[config.mk]
export PLATFORM = sky130hd
export DESIGN_NAME = signed_divider_8bit
export DESIGN_NICKNAME = d
export VERILOG_FILES = /design/src/rtl/signed_divider_8bit.sv
export SDC_FILE = /design/constraint.sdc
export NUM_CORES = 1
export LEC_CHECK = 0
export BUFFER_PORTS_ARGS = -buffer_cell sky130_fd_sc_hd__buf_2
export CORE_MARGIN = 4
export CORE_UTILIZATION = 45
export CTS_CLUSTER_DIAMETER = 60
export DETAILED_ROUTE_END_ITERATION = 6
export SLEW_MARGIN = 20
export SYNTH_ARGS = -nofsm -noshare
export SYNTH_HDL_FRONTEND = slang
export SYNTH_SLANG_ARGS = --single-unit
[constraint.sdc]
create_clock -name Clk -period 2.6 [get_ports Clk]
set_input_delay 0.65 -clock Clk [delete_from_list [all_inputs] [get_ports Clk]]
set_output_delay 0.65 -clock Clk [all_outputs]
set_load 0.05 [all_outputs]
[src/rtl/signed_divider_8bit.sv]
// Sequential two's-complement divider: restoring shift-subtract on magnitudes,
// one quotient bit per SHIFT/SUB pair, followed by a sign-fixup step.
module signed_divider_8bit #(
  parameter int WIDTH = 8
) (
  input  logic             Clk,
  input  logic             Reset,
  input  logic             ClearA_LoadB,
  input  logic             Run,
  input  logic [WIDTH-1:0] S,
  output logic [WIDTH-1:0] Qval,
  output logic [WIDTH-1:0] Rval,
  output logic [WIDTH-1:0] Dval,
  output logic             Busy,
  output logic             Done,
  output logic             Div0,
  output logic             Ovf
);

  localparam int CW = $clog2(WIDTH);
  localparam logic [WIDTH-1:0] ZERO     = {WIDTH{1'b0}};
  localparam logic [WIDTH-1:0] ONES     = {WIDTH{1'b1}};
  localparam logic [WIDTH-1:0] MSB_ONLY = {1'b1, {(WIDTH-1){1'b0}}};
  localparam logic [CW-1:0]    LAST_IT  = CW'(WIDTH - 1);

  typedef enum logic [2:0] {
    IDLE  = 3'd0,
    LOAD  = 3'd1,
    SHIFT = 3'd2,
    SUB   = 3'd3,
    FIXUP = 3'd4,
    DONE  = 3'd5
  } state_t;

  function automatic logic [WIDTH-1:0] neg_if(input logic [WIDTH-1:0] v, input logic en);
    neg_if = en ? (~v + {{(WIDTH-1){1'b0}}, 1'b1}) : v;
  endfunction

  state_t           state_q, state_d;
  logic [WIDTH:0]   a_q, a_d;
  logic [WIDTH-1:0] q_q, q_d, dm_q, dm_d, n_q, n_d;
  logic [WIDTH-1:0] qval_q, qval_d, rval_q, rval_d, dval_q, dval_d;
  logic [CW-1:0]    cnt_q, cnt_d;
  logic             sn_q, sn_d, sd_q, sd_d;
  logic             div0_q, div0_d, ovf_q, ovf_d, busy_q, busy_d, done_q, done_d;
  logic [WIDTH:0]   diff_s;
  logic             qsign_s;

  assign diff_s  = a_q - {1'b0, dm_q};
  assign qsign_s = sn_q ^ sd_q;

  // Next-state, datapath and result-register logic.
  always_comb begin
    state_d = state_q;
    a_d     = a_q;
    q_d     = q_q;
    dm_d    = dm_q;
    n_d     = n_q;
    qval_d  = qval_q;
    rval_d  = rval_q;
    dval_d  = dval_q;
    cnt_d   = cnt_q;
    sn_d    = sn_q;
    sd_d    = sd_q;
    div0_d  = div0_q;
    ovf_d   = ovf_q;
    case (state_q)
      IDLE: begin
        if (ClearA_LoadB) begin
          dval_d = S;
          qval_d = ZERO;
          rval_d = ZERO;
          div0_d = 1'b0;
          ovf_d  = 1'b0;
        end else if (Run) begin
          n_d     = S;
          div0_d  = 1'b0;
          ovf_d   = 1'b0;
          state_d = LOAD;
        end else begin
          state_d = IDLE;
        end
      end
      LOAD: begin
        if (dval_q == ZERO) begin
          div0_d  = 1'b1;
          qval_d  = ONES;
          rval_d  = n_q;
          state_d = DONE;
        end else begin
          sn_d    = n_q[WIDTH-1];
          sd_d    = dval_q[WIDTH-1];
          q_d     = neg_if(n_q, n_q[WIDTH-1]);
          dm_d    = neg_if(dval_q, dval_q[WIDTH-1]);
          a_d     = {(WIDTH+1){1'b0}};
          cnt_d   = {CW{1'b0}};
          state_d = SHIFT;
        end
      end
      SHIFT: begin
        a_d     = {a_q[WIDTH-1:0], q_q[WIDTH-1]};
        q_d     = {q_q[WIDTH-2:0], 1'b0};
        state_d = SUB;
      end
      SUB: begin
        if (!diff_s[WIDTH]) begin
          a_d     = diff_s;
          q_d[0]  = 1'b1;
        end else begin
          a_d     = a_q;
        end
        if (cnt_q == LAST_IT) begin
          state_d = FIXUP;
        end else begin
          cnt_d   = cnt_q + CW'(1);
          state_d = SHIFT;
        end
      end
      FIXUP: begin
        // Only -2^(W-1) / -1 yields a positive magnitude of 2^(W-1).
        if (q_q == MSB_ONLY && !qsign_s) begin
          ovf_d  = 1'b1;
          qval_d = MSB_ONLY;
          rval_d = ZERO;
        end else begin
          qval_d = neg_if(q_q, qsign_s);
          rval_d = neg_if(a_q[WIDTH-1:0], sn_q);
        end
        state_d = DONE;
      end
      DONE: begin
        if (Run) begin
          state_d = DONE;
        end else begin
          state_d = IDLE;
        end
      end
      default: state_d = IDLE;
    endcase
  end

  assign busy_d = (state_d == LOAD) || (state_d == SHIFT) || (state_d == SUB) || (state_d == FIXUP);
  assign done_d = (state_d == DONE);

  // State and datapath registers with synchronous active-low reset.
  always_ff @(posedge Clk) begin
    if (!Reset) begin
      state_q <= IDLE;
      a_q     <= {(WIDTH+1){1'b0}};
      q_q     <= ZERO;
      dm_q    <= ZERO;
      n_q     <= ZERO;
      qval_q  <= ZERO;
      rval_q  <= ZERO;
      dval_q  <= ZERO;
      cnt_q   <= {CW{1'b0}};
      sn_q    <= 1'b0;
      sd_q    <= 1'b0;
      div0_q  <= 1'b0;
      ovf_q   <= 1'b0;
      busy_q  <= 1'b0;
      done_q  <= 1'b0;
    end else begin
      state_q <= state_d;
      a_q     <= a_d;
      q_q     <= q_d;
      dm_q    <= dm_d;
      n_q     <= n_d;
      qval_q  <= qval_d;
      rval_q  <= rval_d;
      dval_q  <= dval_d;
      cnt_q   <= cnt_d;
      sn_q    <= sn_d;
      sd_q    <= sd_d;
      div0_q  <= div0_d;
      ovf_q   <= ovf_d;
      busy_q  <= busy_d;
      done_q  <= done_d;
    end
  end

  assign Qval = qval_q;
  assign Rval = rval_q;
  assign Dval = dval_q;
  assign Busy = busy_q;
  assign Done = done_q;
  assign Div0 = div0_q;
  assign Ovf  = ovf_q;

endmodule

# Yosys cells after proc, flatten, opt, wreduce, memory -nomap -nowiden

Cells that the tools add are included.

Bits in registers: 69
Latch bits: 0
Bits in writable memories: 0
ROM bits: 0
Input port bits: 12
Memories kept: 0

Add/sub/neg operators: 6
Multiply operators: 0
Divide/modulo/power cells: 0
$lt $le $gt $ge: 0
Eq/ne operators: 19
Shift-type cells: 0
Mux-type cells: 33
Bitwise operators: 7
Reduce and logical (&&, ||, !) cells: 22

Operators with widths:

| cell                | count |
|---|---|
| $mux 8              | 10 |
| $pmux 8 s3          | 2 |
| $add 8x1->8 const B | 4 |
| $not 8->8           | 4 |
| $pmux 9 s3          | 1 |
| $mux 3              | 6 |
| $mux 9              | 2 |
| $pmux 3 s6          | 1 |
| $reduce_and 3->1    | 6 |
| $eq 3x3->1 const B  | 5 |
| $pmux 7 s2          | 1 |
| $eq 3x2->1 const B  | 4 |
| $ne 2x2->1 const B  | 6 |
| $sub 9x8->9         | 1 |
| $eq 8x8->1 const B  | 1 |
| $logic_not 8->1     | 1 |
| $reduce_bool 2->1   | 4 |
| $eq 3x1->1 const B  | 2 |
| $mux 1              | 6 |
| $pmux 3 s2          | 1 |
| $reduce_and 2->1    | 3 |
| $reduce_bool 3->1   | 2 |
| $pmux 1 s2          | 2 |
| $add 3x1->3 const B | 1 |
| 8 further kinds     | 11 |

# Longest topological paths before layout

Gate-level depths: netlist of the first run.

Depth after elaboration: 7
Depth in mapped cells: 11

# Least setup slack after synthesis of the first run

No wires, ideal clock.

Path kind: register -> register
Start point: register dval_q[0] (netlist: Dval[0])
End point: register a_q[6]
Library setup time: 0.116 ns
Arrival: 2.156 ns
Setup slack: 0.328 ns
Stages on the path, launching flop included: 9
Clock period less this slack: 2.272 ns
Cells stage by stage: dfxtp_1 > inv_1 > ha_1 > nor3b_2 > a211o_1 > a21oi_2 > o211ai_4 > and3_1 > a41o_1

Word-level cells in the longest chain between the ends: 3

Ends and longest elaborated chain:

| item                              | line | RTL |
|---|---|---|
| start: declaration                | 42   | `logic [WIDTH-1:0] qval_q, qval_d, rval_q, rval_d, dval_q, dval_d;` |
| start signal: assignment          | 171  | `dval_q <= dval_d;` |
| $logic_not 8->1                   | 85   | `if (dval_q == ZERO) begin` |
| $ne 2x2->1 (no source line)       | --   |  |
| $reduce_and 3->1 (no source line) | --   |  |
| end signal: assignment            | 149  | `a_q <= {(WIDTH+1){1'b0}};` |
| end: declaration                  | 40   | `logic [WIDTH:0] a_q, a_d;` |

Every way passes these cells.
A chain may end at the register's enable or synchronous reset.

# Worst setup path in the final report of the first run

Start point: register a_q[0]
End point: register q_q[0]

Word-level cells in the longest chain between the ends: 3

Ends and longest elaborated chain:

| item                              | line | RTL |
|---|---|---|
| $sub 9x8->9                       | 49   | `assign diff_s = a_q - {1'b0, dm_q};` |
| $ne 2x2->1 (no source line)       | --   |  |
| $reduce_and 3->1 (no source line) | --   |  |
| end signal: assignment            | 166  | `q_q <= q_d;` |
| end: declaration                  | 41   | `logic [WIDTH-1:0] q_q, q_d, dm_q, dm_d, n_q, n_d;` |

Every way passes these cells.

==> results of run 1 <==
flip-flops by register name (all words and copies together) (netlist names):
| signal | count |
|---|---|
| Ovf | 1 |
| a_q | 9 |
| Rval | 8 |
| dm_q | 8 |
| Done | 1 |
| Div0 | 1 |
| sn_q | 1 |
| sd_q | 1 |
| Qval | 8 |
| q_q | 8 |
| Busy | 1 |
| cnt_q | 3 |
| Dval | 8 |
| state_q | 3 |
| n_q | 8 |
per-stage QoR:
stage / cells / area (um2)
floorplan: 476 / 3860
global placement: 612 / 4167
detailed placement: 612 / 4167
finish: 628 / 4414
CTS: 628 / 4414
global route: 628 / 4414
final timing paths:
kind,from,endpoint,slack (ns),cells past startpoint
worst min register to register,Rval[5],Rval[5],0.46,2
worst min-delay path,Rval[5],Rval[5],0.46,2
worst max-delay path,a_q[0],q_q[0],0.20,10
worst max register to register,a_q[0],q_q[0],0.20,10
worst register-to-register path: stages, from the launching register on:
cell      delay (ns)
dfxtp_1         0.33
inv_1           0.10
ha_1            0.19
inv_1           0.06
fa_1            0.40
nand3_1         0.12
a21oi_1         0.08
or2_2           0.32
o211ai_4        0.30
a221oi_1        0.10
a211oi_1        0.28
logic make-up after synthesis:
family | after synthesis | share of synthesized area
compound gates | 134 | 0.2256
simple gates | 170 | 0.2078
xor+xnor | 26 | 0.06094
fa+ha+maj | 15 | 0.05057
mux | 15 | 0.03954
flops | 69 | 0.3579
buf+inv | 47 | 0.05770
power groups by stage:
| stage | Clock [mW] | Sequential (mW) | Combinational [mW] |
|---|---|---|---|
| after floorplan | 0 | 1.80 | 1.61 |
| after global placement | 0 | 1.48 | 2.48 |
| after global routing | 1.16 | 1.50 | 2.75 |
| final | 1.09 | 1.47 | 2.49 |
| after CTS | 1.11 | 1.46 | 2.50 |
| after detailed placement | 0 | 1.49 | 2.49 |
metal layers:
metal,GRT usage,vias up
li1,-,1763
met1,0.2925,1618
met5,0,-
met2,0.3144,78
met4,0.06425,0
met3,0.04221,12
synthesized netlist by cell type (3+ instances only):
cell      number  area, um2
a21o_1         3      22.52
inv_1         22      82.58
nor3_1         9      45.04
nand2_1       59      221.5
dfxtp_1       69       1381
o21ai_0       27      135.1
clkbuf_1      13      48.80
a22oi_1       11      82.58
nand3_1       15      75.07
nand3b_1       3      22.52
a221oi_1       3      26.28
ha_1          14      175.2
nand2b_1       6      37.54
nor2b_1        8      50.05
a21oi_2        3      26.28
o22ai_1        3      18.77
a21oi_1       47      235.2
o31ai_1        7      52.55
xor2_1        14      122.6
nand4_1        3      18.77
a211oi_1      10      75.07
nor2_1        49      183.9
or3_1          4      25.02
buf_2          4      20.02
buf_6          5      56.30
mux2i_1       13      130.1
xnor2_1       11      96.34
cell type report:
| class | instances | area share |
|---|---|---|
| clock buffer | 11 | 0.03203 |
| clock inverter | 5 | 0.02409 |
| inverter | 24 | 0.02041 |
| multi-input combinational | 360 | 0.5111 |
| sequential | 69 | 0.3129 |
| tap | 105 | 0.02976 |
| timing repair buffer | 54 | 0.06973 |
layout by cell type (no fill, tap or decap), types with 13 or more instances in the layout:
| master | count |
|---|---|
| dfxtp_1 | 69 |
| xor2_1 | 14 |
| buf_4 | 15 |
| inv_1 | 22 |
| mux2i_1 | 13 |
| nand2_1 | 59 |
| nand3_1 | 15 |
| o21ai_0 | 27 |
| a21oi_1 | 47 |
| ha_1 | 14 |
| buf_2 | 39 |
| nor2_1 | 49 |
==> flow_metrics.py, run 1 <==
metrics = {
    "status": {
        "status": "finished, final reports clean",
    },
    "clock_network": {
        "clock-root-buffer": "clkbuf_8",
        "cts_buffers": 9,
        "cts-hold-fix-buffers": 0,
        "clock_latency_ns": 0.35,
        "clock-sinks": 69,
        "post_cts_buffers": 0,
        "cts_resized": 0,
        "htreeDepth": 3,
        "tritoncts": "yes",
        "clk_path_buf_depth": 2,
        "clkSlewWorstSetupHoldPaths_ns": 0.08,
    },
    "floorplan": {
        "die_area_um2": 10120,
        "initial_core_util": 0.4651,
        "row_count": 33,
        "io_pins": 40,
        "core_um2": 8299,
        "die_h_um": 100.6,
        "die_x_um": 100.6,
    },
    "sta": {
        "fin_crit_ns": 2.400,
        "slew-limit-headroom": 0.3853,
        "setup_ws_ns": 0.1997,
        "finalClockSkew_ns": 0.007747,
        "max_freq_mhz": 416.6,
        "finalHoldViolCount": 0,
        "rsz0062_at_grt": "false",
        "tns_ns": 0,
        "tightest_slew_ns": 0.9221,
        "slew_violations": 0,
        "hold_ws_ns": 0.4577,
        "setup_violations": 0,
        "fin_crit_sh": 0.9232,
    },
    "route": {
        "wl_met1_mm": 4.820,
        "avgRoutedWirePerCell_um": 15.92,
        "ant_nets": 0,
        "via_per_inst": 5.527,
        "dr.pass1.iters": 4,
        "drc": 0,
        "drt-initial-drc-count": 161,
        "drt-total-wl_mm": 10.00,
        "met2WireLength_mm": 4.442,
        "dr_wl_met3_um": 591,
        "highest-signal-layer": "met4",
        "vias": 3471,
    },
    "pwr": {
        "vdd_drop_max_mv": 0.5754,
        "pwr-share-comb": 0.494,
        "p_total_mw": 5.055,
        "switching_share": 0.4495,
        "p_leak_nw": 1.824,
        "p_switching_mw": 2.272,
        "clock_power_share": 0.216,
        "internal_power_mw": 2.782,
        "pwr_density_cell_nw_per_um2": 1145,
        "p_seq_frac": 0.290,
    },
    "setup_path": {
        "crit_top_cell": "inv_1",
        "critPathSlowestCell": "fa_1",
        "crit_required_ns": 2.83,
        "path_cells": "inv_1 -> ha_1 -> inv_1 -> fa_1 -> nand3_1 -> a21oi_1 -> or2_2 -> o211ai_4 -> a221oi_1 -> a211oi_1",
        "end_kind": "flop",
        "critPathTopFamily": "compound AO/OA/AOI/OAI gates",
        "cp_num_buf_inv": 2,
        "cp-start-kind": "flop",
        "crit_fanout": 9,
        "crit_type": "flop to flop",
        "crit_path_max_incr_delay_ns": 0.40,
        "cp.arrival_ns": 2.63,
    },
    "finish": {
        "seqCellArea_um2": 1381,
        "area_growth_pct": 14.36,
        "final_util": 0.5319,
        "multi_input_area_um2": 2256,
        "fillers": 811,
        "fin_nets": 545,
        "drive_above_1_share": 0.1644,
        "antenna_cells": 0,
    },
    "logic_synthesis": {
        "syn_area_um2": 3860,
        "yosysUniqueCellTypes": 62,
        "syn_avg_cell_area_um2": 8.109,
        "ys_seq_area_frac": 0.3579,
        "synthArstFlopShare": 0,
        "synth_ff_type": "dfxtp_1",
        "synth_nets": 503,
        "synth_edf_count": 0,
        "syn_inst": 476,
        "synth_warnings": 0,
        "ys_seq_elements": 69,
    },
    "placed_design": {
        "pre_cts_slack_ns": 0.2457,
        "dp_hpwl_mm": 7.453,
        "gp_congestion": 0.8699,
        "numPortBuffers": 39,
    },
    "global_routing": {
        "track_usage": 0.2065,
        "grt_pass1_vias": 3309,
        "grt_antenna_before_repair": 0,
        "grt_pass1_wl_mm": 16.56,
        "overflow": 0,
        "grt_max_degree": 52,
    },
    "flow_run": {
        "cap_violations": 0,
    },
    "hold_path": {
        "hold_path.class": "flop to flop",
    },
}
Power figures use the tool's default switching activity.
==> inputs of run 2 (changes only) <==
Settings changed: CTS_BUF_LIST from default to sky130_fd_sc_hd__clkbuf_8.
==> flow_metrics.py, run 2 (synthesis gave the netlist of run 1 again) <==
metrics = {
    "finish": {
        "fillers": 811,
        "stdcell_area_um2": 4414,
        "largest_reg_flops": 9,
        "layout_commonest_cell": "dfxtp_1",
        "area_growth_pct": 14.36,
        "final_util": 0.5319,
        "layout_common_cells": "dfxtp_1, nand2_1, nor2_1",
        "top_register": "a_q",
        "antenna_cells": 0,
        "fin_nets": 545,
        "drive_above_1_share": 0.1644,
    },
    "sta": {
        "fin_crit_sh": 0.9232,
        "setup_violations": 0,
        "slew-limit-headroom": 0.3827,
        "fin_crit_ns": 2.400,
        "rsz0062_at_grt": "false",
        "tightest_slew_ns": 0.9259,
        "slew_violations": 0,
        "tns_ns": 0,
        "max_freq_mhz": 416.6,
        "finalClockSkew_ns": 0.007947,
        "finalHoldViolCount": 0,
    },
    "floorplan": {
        "core_um2": 8299,
        "die_x_um": 100.6,
        "io_pins": 40,
        "row_count": 33,
        "die_h_um": 100.6,
        "die_area_um2": 10120,
        "initial_core_util": 0.4651,
    },
    "route": {
        "drt-total-wl_mm": 9.998,
        "ant_nets": 0,
        "avgRoutedWirePerCell_um": 15.92,
        "drc": 0,
        "dr.pass1.iters": 4,
        "via_per_inst": 5.551,
        "vias": 3486,
        "drt-initial-drc-count": 161,
    },
    "pwr": {
        "p_leak_nw": 1.829,
        "p_total_mw": 5.049,
        "vdd_drop_max_mv": 0.5752,
        "pwr_density_cell_nw_per_um2": 1144,
        "internal_power_mw": 2.779,
        "switching_share": 0.4497,
        "p_seq_frac": 0.290,
        "clock_power_share": 0.216,
        "pwr-share-comb": 0.494,
        "p_switching_mw": 2.270,
    },
    "setup_path": {
        "crit_type": "flop to flop",
        "end_kind": "flop",
        "r2r-end": "q_q[0]",
        "crit_required_ns": 2.83,
        "r2r_slack_ns": 0.20,
        "r2r_cells": 10,
        "crit_fanout": 9,
        "cp-start-kind": "flop",
        "timing.rr.start": "a_q[0]",
        "cp.arrival_ns": 2.63,
    },
    "clock_network": {
        "post_cts_buffers": 0,
        "tritoncts": "yes",
        "clk_path_buf_depth": 2,
        "htreeDepth": 3,
        "clkSlewWorstSetupHoldPaths_ns": 0.08,
        "cts-hold-fix-buffers": 0,
        "cts_resized": 0,
        "clock-sinks": 69,
        "clock_latency_ns": 0.35,
        "clock-root-buffer": "clkbuf_8",
        "cts_buffers": 9,
    },
    "placed_design": {
        "numPortBuffers": 39,
        "dp_hpwl_mm": 7.453,
        "gp_congestion": 0.8699,
        "placed_area_um2": 4167,
    },
    "status": {
        "status": "finished, final reports clean",
    },
    "hold_path": {
        "hold_start": "Rval[5]",
        "worstHoldEndpoint": "Rval[5]",
        "hold_path.class": "flop to flop",
        "whs_path_depth": 2,
    },
    "global_routing": {
        "grt_pass1_vias": 3309,
        "grt_max_degree": 52,
        "track_usage": 0.2065,
        "grt_antenna_before_repair": 0,
        "grt_pass1_wl_mm": 16.56,
        "overflow": 0,
    },
    "flow_run": {
        "cap_violations": 0,
    },
}
[run 2: how the worst max path moves through the flow]
stage | startpoint | endpoint | slack [ns] | depth (start not counted)
global placement | a_q[0] | a_q[2] | 0.30 | 11
floorplan | Dval[0] | a_q[6] | 0.33 | 8
CTS | a_q[0] | a_q[2] | 0.22 | 11
detailed placement | a_q[0] | a_q[2] | 0.25 | 11
finish | a_q[0] | q_q[0] | 0.20 | 10
global route | a_q[0] | q_q[0] | 0.05 | 10
[run 2: through the flow]
| stage | setup WS, ns | cells | hold WS (ns) |
|---|---|---|---|
| floorplan | 0.3278 | 476 | 0.4319 |
| global placement | 0.2998 | 612 | 0.4430 |
| detailed placement | 0.2457 | 612 | 0.4521 |
| CTS | 0.2171 | 628 | 0.4632 |
| global route | 0.04891 | 628 | 0.4888 |
| finish | 0.1996 | 628 | 0.4577 |
[run 2: worst max-delay path, cell delays in order (launching register included)]
cell and delay, ns:
dfxtp_1 0.33, inv_1 0.10, ha_1 0.19, inv_1 0.06
fa_1 0.40, nand3_1 0.12, a21oi_1 0.08, or2_2 0.32
o211ai_4 0.30, a221oi_1 0.10, a211oi_1 0.28
[run 2: layer usage]
metal / GRT usage / part of all wire
met2: 0.3144 / 0.44
met5: 0 / 0
met3: 0.04221 / 0.057
met1: 0.2925 / 0.48
met4: 0.06425 / 0.015
[run 2: power groups by stage]
stage	Combinational, mW	Clock [mW]	Sequential, mW
after floorplan	1.61	0	1.80
after global placement	2.48	0	1.48
after detailed placement	2.49	0	1.49
final	2.49	1.09	1.47
after global routing	2.75	1.15	1.50
after CTS	2.50	1.11	1.46
[run 2: layout make-up]
class                           count  area, um2  area share
Clock buffer                       10      137.6     0.03118
Clock inverter                      6      110.1     0.02494
Inverter                           24      90.09     0.02041
Multi-Input combinational cell    360       2256      0.5111
Sequential cell                    69       1381      0.3129
Tap cell                          105      131.4     0.02976
Timing Repair Buffer               54      307.8     0.06973
